File: config.mk
export PLATFORM = sky130hd
export DESIGN_NAME = fetch_sequencer
export DESIGN_NICKNAME = d
export VERILOG_FILES = /design/src/rtl/fetch_sequencer.sv
export SDC_FILE = /design/constraint.sdc
export NUM_CORES = 1
export LEC_CHECK = 0
export CORE_ASPECT_RATIO = 0.75
export CORE_MARGIN = 2
export CORE_UTILIZATION = 45
export DETAILED_ROUTE_END_ITERATION = 8
export GPL_ROUTABILITY_DRIVEN = 1
export PLACE_DENSITY = 0.9
export SKIP_LAST_GASP = 1
export SLEW_MARGIN = 40
export SYNTH_ARGS = -nofsm -noshare
export SYNTH_HDL_FRONTEND = slang
export SYNTH_SLANG_ARGS = --single-unit
export TNS_END_PERCENT = 10
File: constraint.sdc
create_clock -name i_Clk -period 2.2 [get_ports i_Clk]
set_input_delay 0.22 -clock i_Clk [delete_from_list [all_inputs] [get_ports i_Clk]]
set_output_delay 0.22 -clock i_Clk [all_outputs]
set_load 0.03 [all_outputs]
File: src/rtl/fetch_sequencer.sv
// Instruction fetch/sequencing unit for the MiniRISC decoder: owns the PC, latches IR, counts retires.
// Optional macro FETCH_SINGLE_STEP_EN adds i_Step and a STEP_WAIT state between instructions.
module fetch_sequencer #(
  parameter int unsigned PC_WIDTH  = 5,
  parameter int unsigned RESET_PC  = 0,
  parameter int unsigned CNT_WIDTH = 8
) (
  input  logic                 i_Clk,
  input  logic                 i_Reset,
  input  logic                 i_Start,
`ifdef FETCH_SINGLE_STEP_EN
  input  logic                 i_Step,
`endif
  output logic [PC_WIDTH-1:0]  o_Instr_Addr,
  input  logic [7:0]           i_Instr_Data,
  output logic [2:0]           o_Op,
  output logic [1:0]           o_Rdst,
  output logic [2:0]           o_Rsrc_Imm,
  output logic                 o_Instr_Valid,
  input  logic                 i_PCSelect,
  input  logic [PC_WIDTH-1:0]  i_PCAddr,
  input  logic                 i_Halt,
  output logic                 o_Running,
  output logic                 o_Halted,
  output logic [CNT_WIDTH-1:0] o_Retired
);

  localparam logic [PC_WIDTH-1:0] LP_RESET_PC = PC_WIDTH'(RESET_PC);

  typedef enum logic [2:0] {
    S_IDLE,
    S_FETCH,
    S_EXEC,
    S_HALTED
`ifdef FETCH_SINGLE_STEP_EN
    , S_STEP_WAIT
`endif
  } state_t;

  state_t               r_state;
  logic [PC_WIDTH-1:0]  r_pc;
  logic [7:0]           r_ir;
  logic                 r_valid;
  logic                 r_running;
  logic                 r_halted;
  logic [CNT_WIDTH-1:0] r_retired;
  logic [PC_WIDTH-1:0]  w_next_pc;

  assign w_next_pc = i_PCSelect ? i_PCAddr : r_pc + PC_WIDTH'(1);

  always_ff @(posedge i_Clk) begin
    if (i_Reset) begin
      r_state   <= S_IDLE;
      r_pc      <= LP_RESET_PC;
      r_ir      <= '0;
      r_valid   <= 1'b0;
      r_running <= 1'b0;
      r_halted  <= 1'b0;
      r_retired <= '0;
    end else begin
      case (r_state)
        S_IDLE: begin
          if (i_Start) begin
            r_state   <= S_FETCH;
            r_running <= 1'b1;
          end
        end
        S_FETCH: begin
          r_ir    <= i_Instr_Data;
          r_valid <= 1'b1;
          r_state <= S_EXEC;
        end
        S_EXEC: begin
          r_valid   <= 1'b0;
          r_retired <= r_retired + CNT_WIDTH'(1);
          // Halt wins over a jump; PC stays on the HALT instruction.
          if (i_Halt) begin
            r_state   <= S_HALTED;
            r_running <= 1'b0;
            r_halted  <= 1'b1;
          end else begin
            r_pc <= w_next_pc;
`ifdef FETCH_SINGLE_STEP_EN
            r_state <= S_STEP_WAIT;
`else
            r_state <= S_FETCH;
`endif
          end
        end
        S_HALTED: begin
          if (i_Start) begin
            r_pc      <= LP_RESET_PC;
            r_retired <= '0;
            r_state   <= S_FETCH;
            r_running <= 1'b1;
            r_halted  <= 1'b0;
          end
        end
`ifdef FETCH_SINGLE_STEP_EN
        S_STEP_WAIT: begin
          if (i_Step) r_state <= S_FETCH;
        end
`endif
        default: begin
          r_state   <= S_IDLE;
          r_valid   <= 1'b0;
          r_running <= 1'b0;
          r_halted  <= 1'b0;
        end
      endcase
    end
  end

  // Fields are forced to NOP outside EXEC so the decoder never acts on a stale IR.
  assign o_Op          = r_valid ? r_ir[7:5] : '0;
  assign o_Rdst        = r_valid ? r_ir[4:3] : '0;
  assign o_Rsrc_Imm    = r_valid ? r_ir[2:0] : '0;
  assign o_Instr_Valid = r_valid;
  assign o_Instr_Addr  = r_pc;
  assign o_Running     = r_running;
  assign o_Halted      = r_halted;
  assign o_Retired     = r_retired;

endmodule

==> flow_metrics.tcl, run 1 <==
set metrics [dict create \
    status "finished clean" \
    ys_types 33 \
    place_area_um2 1750 \
    ant_nets 0 \
    max-slew-margin-rel_pct 57.7 \
    first_pass_iters 4 \
    drc 0 \
    cp_max_fo 10 \
    maxCapViolations 0 \
    synthFlopType "dfxtp_1" \
    finalCritPeriodShare_pct 82.6 \
    tightest_slew_ns 0.634 \
    gp_congestion 0.814 \
    p_leak_nw 0.681 \
    routedWlPerCell_um 13.8 \
    synth_edf_count 0 \
    die_area_um2 3390 \
    core-area_um2 2700 \
    grt_pass1_wl_um 4870 \
    port_buffers 41 \
    endpoint_kind "output port" \
    required_ns 1.98 \
    max_freq_mhz 550 \
    rows 16 \
    cts_hold_buf 0 \
    num_antenna_cells 0 \
    utilization_pct 66.7 \
    synthToLayoutAreaGrowth_pct 36.2 \
    cts_resized 0 \
    synth_nets 173 \
    yosysSeqAreaShare_pct 39.4 \
    async_reset_ff_share_pct 0 \
    cts.root.buffer_cell "clkbuf_8" \
    synth.top_cell.area_share_pct 39.4 \
    synth.largest_area_cell "dfxtp_1" \
    worstPathArrival_ns 1.60 \
    yosys-top-cells-count "dfxtp_1, nor2_1, mux2i_1, a21oi_1, and2_1" \
    hpwlAfterDp_um 2270 \
    vias_per_cell 5.29 \
    cts.sinks 26 \
    overflow 0 \
    num_vias 1179 \
    die_x_um 66.6 \
    finalSetupViolCount 0 \
    drv_slew 0 \
    path_delay_family "buffers and inverters" \
    clk_pin_slew_ns 0.08 \
    fin_total_pwr_mw 1.34 \
    p_per_area_nw_per_um2 742 \
    ys_top_cells_by_area "dfxtp_1, mux2i_1, ha_1" \
    worstPathCellList "and2_1, clkdlybuf4s50_1" \
    cts_tree "done" \
    drt_wl_total_um 3070 \
    synth_seq_cells 26 \
    insertion_delay_ns 0.27 \
    postSynthCellCount 148 \
    layout_min_cycle_time_ns 1.82 \
    ir_drop_mv 0.605 \
    fin_skew_ns 0.0102 \
    grt_usage_pct 18.6 \
    initial_core_util_pct 48.9 \
    slowest_stage "clkdlybuf4s50_1" \
    ys_warn_count 0 \
    nets 213 \
    h-tree-depth 1 \
    antenna_found_initial 0 \
    synth.most_common_cell "dfxtp_1" \
    numCtsBuffers 3 \
    rsz0062_at_grt "false" \
    syn_area_per_cell_um2 8.94 \
    cts_setup_buffers 0 \
    crit_buf_inv 1 \
    fp.dieH_um 51.0 \
    start_kind "flop" \
    io_pins 42 \
    critPathKind "flop to output port" \
    hold_path.class "flop to flop" \
    design_area_um2 1800 \
    setup_tns_ns 0 \
    clock_path_buffers 2 \
    synthesis.area_um2 1320 \
    grt_pass1_vias 1094 \
    slowest_delay_ns 0.69 \
    drtIter0Drc 50 \
    grt_max_degree 22 \
    drive_above_1_share_pct 5.35 \
    fin_hold_ws_ns 0.496 \
    finalHoldViolations 0 \
]
-- layout by cell type, fill, tap and decap left out, drive strengths merged, types with 4 or more instances in the layout --
cell           count
inv                5
nand2              4
clkbuf             4
nor3               4
nor2              23
o21ai              7
a21oi             13
dfxtp             26
ha                 7
and2               8
nor3b              5
clkdlybuf4s50     41
mux2i             14
-- per-stage QoR --
stage / setup slack, ns / std cells
floorplan: 0.611 / 148
global placement: 0.524 / 219
detailed placement: 0.447 / 219
CTS: 0.361 / 223
global route: 0.282 / 223
finish: 0.383 / 223
-- power breakdown --
group | internal, mW | switching (mW)
combinational | 0.210 | 0.249
clock | 0.160 | 0.146
sequential | 0.526 | 0.0455
total | 0.896 | 0.441
-- final cells by class --
| class | instances | area (µm²) |
|---|---|---|
| Timing Repair Buffer | 42 | 418 |
| Inverter | 5 | 18.8 |
| Fill cell | 207 | 901 |
| Clock buffer | 4 | 55.1 |
| Tap cell | 36 | 45.0 |
| Sequential cell | 26 | 520 |
| Multi-Input combinational cell | 110 | 744 |
-- cell families after synthesis --
family,count (synthesis),synth area share [%]
flops,26,39.4
mux,15,11.4
buf+inv,12,4.35
fa+ha+maj,7,6.62
xor+xnor,4,2.65
simple gates,57,23.2
compound gates,27,12.4
-- worst paths after layout --
kind	depth (start not counted)	endpoint	slack [ns]	from
hold reg to reg	2	r_ir[3]	0.50	r_ir[3]
hold / removal	2	r_ir[3]	0.50	r_ir[3]
setup reg to reg	6	o_Instr_Addr[3]	0.44	r_state[0]
setup / recovery	2	o_Rsrc_Imm[0]	0.38	o_Instr_Valid
-- layer usage --
layer / global-route usage, % / vias up / part of all wire [%]
met5: 0 / - / 0
met4: 4.08 / 0 / 1.0
met2: 33.3 / 39 / 48
met1: 21.5 / 545 / 44
met3: 6.17 / 4 / 7.1
li1: - / 591 / -
-- worst reg2reg max path, delay by kind of cell (launching register included) --
family          cells  cell delay [ns]
simple gates        2             0.74
fa+ha+maj           1             0.35
flops               1             0.36
compound gates      2             0.16
buf+inv             1             0.09
-- state kept, by name, indices dropped and copies added (netlist names) --
register / flops
o_Running: 1
o_Halted: 1
o_Retired: 8
r_ir: 8
o_Instr_Addr: 5
r_state: 2
o_Instr_Valid: 1
Power figures use the tool's default switching activity.
==> inputs of run 2 (changes only) <==
clock period = 1.9 ns   (was 2.2 ns; I/O delays follow)
==> run 2 against run 1 <==
Compared with the run above:
- sequential power is 16% higher
- setup slack worse by 0.27 ns
- critical path depth is 4 higher
- clock power is 49% higher
- flip-flop and latch count stayed put
- final cell count is 0.45% higher
- count of clock-buffer cells in the layout is 1 lower
- utilization is 0.93 points higher
- sequential share of layout area is 0.33 points lower
- worst hold slack worse by 0.00065 ns
- highest routed layer unchanged
==> flow_metrics.tcl, run 2 (synthesis results as in run 1) <==
set metrics [dict create \
    path_depth 6 \
    utilization_pct 67.6 \
    cts_tree "done" \
    cts_setup_buffers 0 \
    fin_total_pwr_mw 1.66 \
    grt_max_degree 22 \
    insertion_delay_ns 0.27 \
    rows 16 \
    maxCapViolations 0 \
    nets 214 \
    drive_above_1_share_pct 6.38 \
    area.sequential_um2 522 \
    io_pins 42 \
    clk_pin_slew_ns 0.09 \
    clock_path_buffers 2 \
    final_common_cell "clkdlybuf4s50_1" \
    die_area_um2 3390 \
    core-area_um2 2700 \
    required_ns 2.10 \
    worstPathArrival_ns 1.99 \
    endpoint_kind "flop" \
    first_pass_iters 4 \
    grt_pass1_vias 1157 \
    r2r_cells 6 \
    hpwlAfterDp_um 2220 \
    fin_skew_ns 0.00365 \
    layout_min_cycle_time_ns 1.79 \
    final_cells 224 \
    vias_per_cell 5.22 \
    overflow 0 \
    worstPathCellList "inv_1, ha_1, or4b_4, nor3b_2, o21ai_1, o21ai_1" \
    finalHoldViolations 0 \
    fillCellCount 222 \
    numCtsBuffers 3 \
    initial_core_util_pct 48.9 \
    start_kind "flop" \
    num_vias 1169 \
    h-tree-depth 1 \
    multiInputGateArea_um2 744 \
    grt_usage_pct 19.4 \
    max-slew-margin-rel_pct 67.8 \
    slowest_delay_ns 0.56 \
    max_freq_mhz 560 \
    drc 0 \
    fin_hold_ws_ns 0.495 \
    cp_max_fo 10 \
    p_leak_nw 0.694 \
    cts.sinks 26 \
    grt_pass1_wl_um 5110 \
    p_per_area_nw_per_um2 908 \
    ant_nets 0 \
    finalSetupViolCount 0 \
    tightest_slew_ns 0.470 \
    gp_congestion 0.796 \
    critPathKind "flop to flop" \
    path_delay_family "simple AND/OR/NAND/NOR gates" \
    drt_wl_total_um 3010 \
    crit_top_cell "o21ai_1" \
    routedWlPerCell_um 13.4 \
    hold_depth 2 \
    crit_buf_inv 1 \
    port_buffers 41 \
    rsz0062_at_grt "true" \
    synthToLayoutAreaGrowth_pct 38.1 \
    cts_hold_buf 0 \
    dp_cells 220 \
    status "finished clean" \
    mostFrequentLayoutCells "clkdlybuf4s50_1, dfxtp_1, nor2_1" \
    cts_resized 0 \
    antenna_found_initial 0 \
    ir_drop_mv 0.487 \
    hold_path.class "flop to flop" \
    cts.root.buffer_cell "clkbuf_8" \
    slowest_stage "or4b_4" \
    finalCritPeriodShare_pct 94.0 \
    fp.dieH_um 51.0 \
    drv_slew 0 \
    num_antenna_cells 0 \
    die_x_um 66.6 \
    drtIter0Drc 51 \
]
## run 2: changes by cell type in the layout (fill, tap and decap cells not counted), sizes merged
| cell | change |
|---|---|
| buf | +1 |
| bufinv | +1 |
| clkbuf | -1 |
## run 2: layer usage
layer / wire length [µm] / GRT usage, % / vias to the layer above / share of wire (%)
met1: 1320 / 22.3 / 532 / 44
met5: 0 / 0 / - / 0
li1: - / - / 595 / -
met3: 192 / 5.29 / 4 / 6.4
met2: 1470 / 35.3 / 38 / 49
met4: 22 / 5.10 / 0 / 0.73
## run 2: power by group
group / switching, mW / total [mW] / internal, mW
registers: 0.0545 / 0.664 / 0.610
logic: 0.290 / 0.539 / 0.249
clock network: 0.174 / 0.456 / 0.282
## run 2: stage by stage
stage / instance area, µm² / TNS [ns] / setup slack [ns]
floorplan: 1320 / 0 / 0.311
global route: 1830 / -0.0211 / -0.0211
finish: 1830 / 0 / 0.115
CTS: 1830 / 0 / 0.0600
detailed placement: 1750 / 0 / 0.168
global placement: 1750 / 0 / 0.221
## run 2: final timing paths
path | start | end | slack (ns)
worst max-delay path | r_state[0] | o_Instr_Addr[4] | 0.11
worst min register to register | r_ir[3] | r_ir[3] | 0.50
worst max register to register | r_state[0] | o_Instr_Addr[4] | 0.11
worst min-delay path | r_ir[3] | r_ir[3] | 0.50
## run 2: worst reg2reg max path, stage by stage, from the launching register on
cell	delay, ns
dfxtp_1	0.36
inv_1	0.10
ha_1	0.36
or4b_4	0.56
nor3b_2	0.18
o21ai_1	0.07
o21ai_1	0.09
## run 2: layout make-up
cell class	instances	share of cell area, %
clock buffer	3	2.26
tap	36	2.47
timing repair buffer	43	23.3
clock inverter	1	1.64
sequential	26	28.6
inverter	5	1.03
multi-input combinational	110	40.8
==> inputs of run 3 (changes only) <==
==> constraint.sdc (replaced) <==
create_clock -name i_Clk -period 1.9 [get_ports i_Clk]
set_input_delay 0.38 -clock i_Clk [delete_from_list [all_inputs] [get_ports i_Clk]]
set_output_delay 0.38 -clock i_Clk [all_outputs]
set_load 0.03 [all_outputs]
==> run 3 against run 2 <==
Compared with the run above:
- critical path depth fell by 4
- final cell count rose by 0.45%
- worst hold slack improved by 0.0016 ns
- largest power group unchanged
==> flow_metrics.tcl, run 3 (synthesis results as in run 1) <==
set metrics [dict create \
    insertion_delay_ns 0.27 \
    utilization_pct 67.1 \
    fin_ws_ns 0.0390 \
    ir_drop_mv 0.468 \
    tightest_slew_ns 0.482 \
    antenna_found_initial 0 \
    swShare_pct 33.8 \
    initial_core_util_pct 48.9 \
    cts_tree "done" \
    finalSetupViolCount 0 \
    final_cells 225 \
    port_buffers 41 \
    cts_hold_buf 0 \
    hold_path.class "flop to flop" \
    design_area_um2 1810 \
    final_common_cell "clkdlybuf4s50_1" \
    core-area_um2 2700 \
    p_leak_nw 0.713 \
    cts_setup_buffers 0 \
    die_x_um 66.6 \
    grt_usage_pct 18.4 \
    h-tree-depth 1 \
    maxCapViolations 0 \
    finalCritPeriodShare_pct 97.9 \
    overflow 0 \
    finalHoldViolations 0 \
    vias_per_cell 5.28 \
    worstPathArrival_ns 1.48 \
    hpwlAfterDp_um 2150 \
    drc 0 \
    clk_pin_slew_ns 0.08 \
    post-place-ws_ns 0.0198 \
    synthToLayoutAreaGrowth_pct 37.1 \
    cts.sinks 26 \
    p_per_area_nw_per_um2 836 \
    layout_min_cycle_time_ns 1.86 \
    required_ns 1.52 \
    comb_power_share_pct 35.7 \
    die_area_um2 3390 \
    drt_wl_total_um 2900 \
    fp.dieH_um 51.0 \
    max-slew-margin-rel_pct 67.0 \
    status "finished clean" \
    grt_pass1_wl_um 4810 \
    rsz0062_at_grt "true" \
    place_area_um2 1770 \
    io_pins 42 \
    cts_resized 1 \
    p_switching_uw 512 \
    endpoint_kind "output port" \
    nets 216 \
    gp_congestion 0.771 \
    drtIter0Drc 70 \
    p_seq_share_pct 43.9 \
    grt_max_degree 22 \
    ant_nets 0 \
    grt_pass1_vias 1108 \
    fin_skew_ns 0.00489 \
    drive_above_1_share_pct 6.88 \
    routedWlPerCell_um 12.9 \
    numCtsBuffers 3 \
    p_int_mw 1.00 \
    setup_tns_ns 0 \
    first_pass_iters 4 \
    rows 16 \
    max_freq_mhz 537 \
    cts.root.buffer_cell "clkbuf_8" \
    dp_cells 222 \
    start_kind "flop" \
    num_antenna_cells 0 \
    clkPwrFrac_pct 20.4 \
    mostFrequentLayoutCells "clkdlybuf4s50_1, dfxtp_1, nor2_1" \
    critPathKind "flop to output port" \
    fillCellCount 217 \
    clock_path_buffers 2 \
    fin_total_pwr_mw 1.52 \
    cp_max_fo 10 \
    drv_slew 0 \
    num_vias 1189 \
    fin_hold_ws_ns 0.497 \
]
run 3: changes by cell type in the layout (fill, tap and decap cells not counted), sizes merged:
cell | previous run | this run
buf | 2 | 4
clkdlybuf4s50 | 41 | 39
bufinv | 1 | 0
dlymetal6s2s | 0 | 1
dlygate4sd2 | 0 | 1
run 3: final cells by class:
type                       instances  area, µm²  area share (%)
tap                               36       45.0            2.48
multi-input combinational        110        744            41.1
clock buffer                       3       41.3            2.28
sequential                        26        522            28.8
timing repair buffer              45        442            24.4
inverter                           5       18.8            1.04
run 3: worst max-delay path: stages, from the launching register on:
cell and delay, ns:
dfxtp_2 0.41, and2_1 0.14, clkdlybuf4s50_1 0.67
run 3: power groups by stage:
| stage | logic, mW | registers [mW] | clock network (mW) |
|---|---|---|---|
| 2_1_floorplan | 0.334 | 0.715 | 0 |
| 3_3_place_gp | 0.519 | 0.671 | 0 |
| 3_5_place_dp | 0.539 | 0.678 | 0 |
| 4_1_cts | 0.545 | 0.666 | 0.315 |
| 5_1_grt | 0.589 | 0.677 | 0.341 |
| 6_report | 0.541 | 0.666 | 0.309 |
run 3: worst paths after layout:
path	from	end	slack (ns)	cells after the start
worst max-delay path	o_Instr_Valid	o_Op[2]	0.04	2
worst min register to register	r_ir[3]	r_ir[3]	0.50	2
worst max register to register	r_state[0]	o_Instr_Addr[3]	0.14	6
worst min-delay path	r_ir[3]	r_ir[3]	0.50	2
run 3: metal layers:
layer | share of wire [%] | up-vias | GRT usage, %
li1 | - | 600 | -
met1 | 46 | 549 | 22.7
met2 | 47 | 36 | 31.5
met3 | 6.2 | 4 | 5.51
met4 | 0.59 | 0 | 4.08
met5 | 0 | - | 0
==> variant 1: new RTL, flow settings as in run 3 <==
The option `FETCH_SINGLE_STEP_EN` is turned on by a define.
--- a/src/rtl/fetch_sequencer.sv
+++ b/src/rtl/fetch_sequencer.sv
@@ -1,5 +1,7 @@
 // Instruction fetch/sequencing unit for the MiniRISC decoder: owns the PC, latches IR, counts retires.
 // Optional macro FETCH_SINGLE_STEP_EN adds i_Step and a STEP_WAIT state between instructions.
+`define FETCH_SINGLE_STEP_EN
+
 module fetch_sequencer #(
   parameter int unsigned PC_WIDTH  = 5,
   parameter int unsigned RESET_PC  = 0,
Ports: changed (added i_Step); port bits go from 42 to 43. No check against the original RTL was run, so the function may have changed too.
==> variant 1 against run 3 <==
Design area up 2.2%. First-iteration DRC count unchanged. Critical path type unchanged. Worst setup slack worse by 0.017 ns. Clock skew grew 0.0059 ns. Via count up 2.4%. Critical endpoint is now o_Rsrc_Imm[0]. Sequential cell count grew 1. Synthesized area rose by 2.7%. Wire length is 0.72% higher.
Power is not compared: it rests on default switching activity, and its combinational part moved more than twofold at a synthesized area within 25%.
==> variant 1: results <==
{
  "pre_cts_ws_ns": 0.0473,
  "synth_nets": 177,
  "yosysSeqAreaShare_pct": 39.8,
  "io_buffer_count": 42,
  "cts_made_buffers": 3,
  "relSlewSlack_pct": 67.5,
  "gp_congestion": 0.814,
  "ys_types": 42,
  "wl_mm": 2.92,
  "irDropWorstVdd_mv": 0.539,
  "dpl.hpwl_mm": 2.14,
  "outcome": "completed",
  "grt_pass1_vias": 1082,
  "drive_gt1_share_pct": 9.09,
  "skew_ns": 0.0108,
  "ys_top_cells_by_count": "dfxtp_1 (27), nor2_1 (25), a21oi_1 (12)",
  "vias_per_cell": 5.16,
  "grt_pass1_wl_mm": 4.94,
  "r2r_slack_ns": 0.32,
  "grt_max_degree": 17,
  "nNetsFinal": 220,
  "hold_ws_ns": 0.474,
  "clockBufferDepth": 2,
  "period_share_pct": 98.8,
  "clk_pin_slew_ns": 0.09,
  "grtUsageTotal_pct": 18.6,
  "worstPathArrival_ns": 1.50,
  "synth_area_leaders": "dfxtp_1 (40%), nor2_1 (6.9%), mux2i_1 (6.6%), and2_1 (5.1%), a21oi_1 (4.4%)",
  "cp_max_fo": 10
}
## variant 1: power by group through the flow
stage	sequential, mW	clock (mW)	combinational, mW
floorplan	0.639	0	0.124
detailed placement	0.629	0	0.221
global placement	0.628	0	0.217
global route	0.621	0.360	0.242
CTS	0.616	0.338	0.222
finish	0.617	0.328	0.222
## variant 1: worst register-to-register path, stage by stage, from the launching register on
cell and delay, ns:
dfxtp_1 0.63, nor2b_2 0.33, o21ai_2 0.15, a211o_1 0.28, a21oi_1 0.13
## variant 1: per-layer routing
layer,part of all wire (%),GRT usage [%],vias to the layer above
li1,-,-,624
met1,50,27.6,549
met2,41,25.7,42
met3,7.7,5.84,3
met4,0.79,5.10,0
met5,0,0,-
## variant 1: cell type report
type	instances	area, um2
multi-input combinational	119	763
sequential	27	542
tap	38	47.5
timing repair buffer	45	444
clock buffer	4	45.0
fill	246	1060
inverter	3	11.3
## variant 1: what timing repair did
action                                  CTS  global route
resized for setup                         1             2
gates cloned                              0             0
pin swaps                                 0             0
endpoints found under the setup margin    8             8
## variant 1: path summary, 6_finish.rpt
check        cells past startpoint                        from                            to
max                              2  o_Instr_Valid$_SDFFE_PP0N_                 o_Rsrc_Imm[0]
min                              2      o_Running$_SDFFE_PP0P_        o_Running$_SDFFE_PP0P_
max reg2reg                      4     r_state[1]$_SDFFE_PP0P_  o_Instr_Addr[1]$_SDFFE_PP0P_
min reg2reg                      2      o_Running$_SDFFE_PP0P_        o_Running$_SDFFE_PP0P_
## variant 1: through the flow
step                cells  util, %  area (um2)
detailed placement    232     62.0        1810
finish                236     63.6        1850
CTS                   236     63.5        1850
global route          236     63.6        1850
floorplan             156        -        1360
global placement      232     62.0        1810
## variant 1: cell families (layout without fill, tap and decap cells)
| family | Yosys count | in the layout | share of synthesized area, % |
|---|---|---|---|
| adder cells (fa/ha/maj) | 2 | 2 | 1.84 |
| buffers and inverters | 10 | 52 | 4.05 |
| AND/OR/NAND/NOR | 74 | 74 | 30.0 |
| AO/OA/AOI/OAI | 27 | 27 | 13.0 |
| XOR/XNOR | 6 | 6 | 3.87 |
| flip-flops | 27 | 27 | 39.8 |
| multiplexers | 10 | 10 | 7.46 |
==> variant 2: new RTL, flow settings as in run 3 <==
Made on the original files. Add an input register stage for `i_Start`, `i_Instr_Data`, `i_PCSelect`, `i_PCAddr` and `i_Halt`; this delays them by one clock.
--- a/src/rtl/fetch_sequencer.sv
+++ b/src/rtl/fetch_sequencer.sv
@@ -37,6 +37,20 @@
 `endif
   } state_t;
 
+  logic i_Start_q;
+  logic [7:0] i_Instr_Data_q;
+  logic i_PCSelect_q;
+  logic [PC_WIDTH-1:0] i_PCAddr_q;
+  logic i_Halt_q;
+
+  always_ff @(posedge i_Clk) begin
+    i_Start_q      <= i_Start;
+    i_Instr_Data_q <= i_Instr_Data;
+    i_PCSelect_q   <= i_PCSelect;
+    i_PCAddr_q     <= i_PCAddr;
+    i_Halt_q       <= i_Halt;
+  end
+
   state_t               r_state;
   logic [PC_WIDTH-1:0]  r_pc;
   logic [7:0]           r_ir;
@@ -46,7 +60,7 @@
   logic [CNT_WIDTH-1:0] r_retired;
   logic [PC_WIDTH-1:0]  w_next_pc;
 
-  assign w_next_pc = i_PCSelect ? i_PCAddr : r_pc + PC_WIDTH'(1);
+  assign w_next_pc = i_PCSelect_q ? i_PCAddr_q : r_pc + PC_WIDTH'(1);
 
   always_ff @(posedge i_Clk) begin
     if (i_Reset) begin
@@ -60,13 +74,13 @@
     end else begin
       case (r_state)
         S_IDLE: begin
-          if (i_Start) begin
+          if (i_Start_q) begin
             r_state   <= S_FETCH;
             r_running <= 1'b1;
           end
         end
         S_FETCH: begin
-          r_ir    <= i_Instr_Data;
+          r_ir    <= i_Instr_Data_q;
           r_valid <= 1'b1;
           r_state <= S_EXEC;
         end
@@ -74,7 +88,7 @@
           r_valid   <= 1'b0;
           r_retired <= r_retired + CNT_WIDTH'(1);
           // Halt wins over a jump; PC stays on the HALT instruction.
-          if (i_Halt) begin
+          if (i_Halt_q) begin
             r_state   <= S_HALTED;
             r_running <= 1'b0;
             r_halted  <= 1'b1;
@@ -88,7 +102,7 @@
           end
         end
         S_HALTED: begin
-          if (i_Start) begin
+          if (i_Start_q) begin
             r_pc      <= LP_RESET_PC;
             r_retired <= '0;
             r_state   <= S_FETCH;
Check against the original RTL: not equivalent (a bounded check fails within 4 cycles, from zero or initial values and one cycle with i_Reset high).
==> variant 2 against run 3 <==
The run now ends with setup timing left. Die area rose by 22%. Count of clock-buffer cells in the layout rose by 4. First-iteration DRC count is 36% lower. Wire length up 20%. Sequential cell count rose by 16. Critical endpoint unchanged. Worst setup slack got worse by 0.049 ns. Non-clock buffer count is 2 lower. Total power up 49%. Cell count is 15% higher. Synthesized area is 24% higher. Design area is 21% higher. Largest cell class is now flip-flops and latches. Via count is 8.7% higher.
==> variant 2: results <==
{
  "gp_congestion": 0.863,
  "synth_area_leaders": "dfxtp_1 (51%), mux2i_1 (8.5%), ha_1 (5.3%), nor2_1 (5.3%), a21oi_1 (4.0%)",
  "pre_cts_ws_ns": 0.139,
  "failed_checks": "setup timing",
  "p_leak_nw": 0.869,
  "yosys.area_share.adder_pct": 5.33,
  "skew_ns": 0.00489,
  "synth_nets": 189,
  "setup_viol": 4,
  "yosysSeqAreaShare_pct": 51.2,
  "worstPathArrival_ns": 1.53,
  "synth_xor_area_share_pct": 2.13,
  "drtIter0Drc": 45,
  "yosysTopAreaCellShare_pct": 51.2,
  "nNetsFinal": 232,
  "cts_made_buffers": 5,
  "rr_endpoint": "o_Instr_Addr[4]$_SDFFE_PP0P_",
  "htreeDepth": 2,
  "fin_ws_ns": -0.0105,
  "grt_pass1_vias": 1218,
  "clkLatencyLatePin_ns": 0.29,
  "grt_pass1_wl_mm": 5.80,
  "dp_cells": 250,
  "drive_gt1_share_pct": 6.73,
  "r2r_slack_ns": 0.10,
  "wl_mm": 3.48,
  "outcome": "complete, but fails checks",
  "grtUsageTotal_pct": 18.6
}
==> variant 2: kinds of logic after synthesis <==
logic type | after synthesis
AO/OA/AOI/OAI | 27
XOR/XNOR | 4
adder cells (fa/ha/maj) | 7
buffers and inverters | 12
flip-flops | 42
multiplexers | 15
AND/OR/NAND/NOR | 57
==> variant 2: how the worst min path moves through the flow <==
stage,from,end,slack (ns),cells after the start
6_report,i_Instr_Data_q[3]$_DFF_P_,r_ir[3]$_SDFFE_PP0P_,0.48,2
3_5_place_dp,i_Instr_Data_q[6]$_DFF_P_,r_ir[6]$_SDFFE_PP0P_,0.47,2
4_1_cts,i_Instr_Data_q[4]$_DFF_P_,r_ir[4]$_SDFFE_PP0P_,0.48,2
5_1_grt,i_Instr_Data_q[1]$_DFF_P_,r_ir[1]$_SDFFE_PP0P_,0.50,2
3_3_place_gp,i_Instr_Data_q[4]$_DFF_P_,r_ir[4]$_SDFFE_PP0P_,0.44,2
2_1_floorplan,i_Halt,i_Halt_q$_DFF_P_,0.41,0
==> variant 2: area by class of cell <==
class / count / area share, %
tap: 50 / 2.84
clock buffer: 7 / 3.47
sequential: 42 / 38.3
multi-input combinational: 110 / 33.8
inverter: 5 / 0.853
clock inverter: 1 / 1.36
timing repair buffer: 43 / 19.4
==> variant 2: repair_timing <==
action / in CTS / in global routing
cloned: 0 / 0
resized for setup: 1 / 2
endpoints found under the setup margin: 9 / 11
endpoints found under the hold margin: 0 / 0
==> variant 2: critical path: stages (launching register included) <==
cell and delay [ns]:
dfxtp_2 0.42, and2_1 0.16, clkdlybuf4s50_1 0.66
==> variant 2: metrics by stage <==
stage               TNS, ns  hold slack, ns  total power, mW  cell area (um2)  utilization (%)
floorplan                 0           0.408             1.41             1640                -
global placement          0           0.443             1.56             2090             61.5
detailed placement        0           0.469             1.58             2090             61.5
CTS                  -0.909           0.482             2.27             2200             64.6
global route         -0.563           0.498             2.37             2200             64.7
finish              -0.0239           0.476             2.26             2200             64.7
==> variant 2: layer usage <==
metal	vias up	wire, um	global-route usage [%]
met1	602	1600	23.9
met2	31	1700	27.9
met5	-	0	0
met4	0	42	9.87
met3	6	134	5.21
li1	653	-	-
==> variant 2: power breakdown <==
| part | switching (mW) | internal (mW) | leakage [nW] |
|---|---|---|---|
| sequential | 0.0703 | 0.964 | 0.347 |
| clock | 0.289 | 0.393 | 0.0524 |
| combinational | 0.293 | 0.249 | 0.470 |
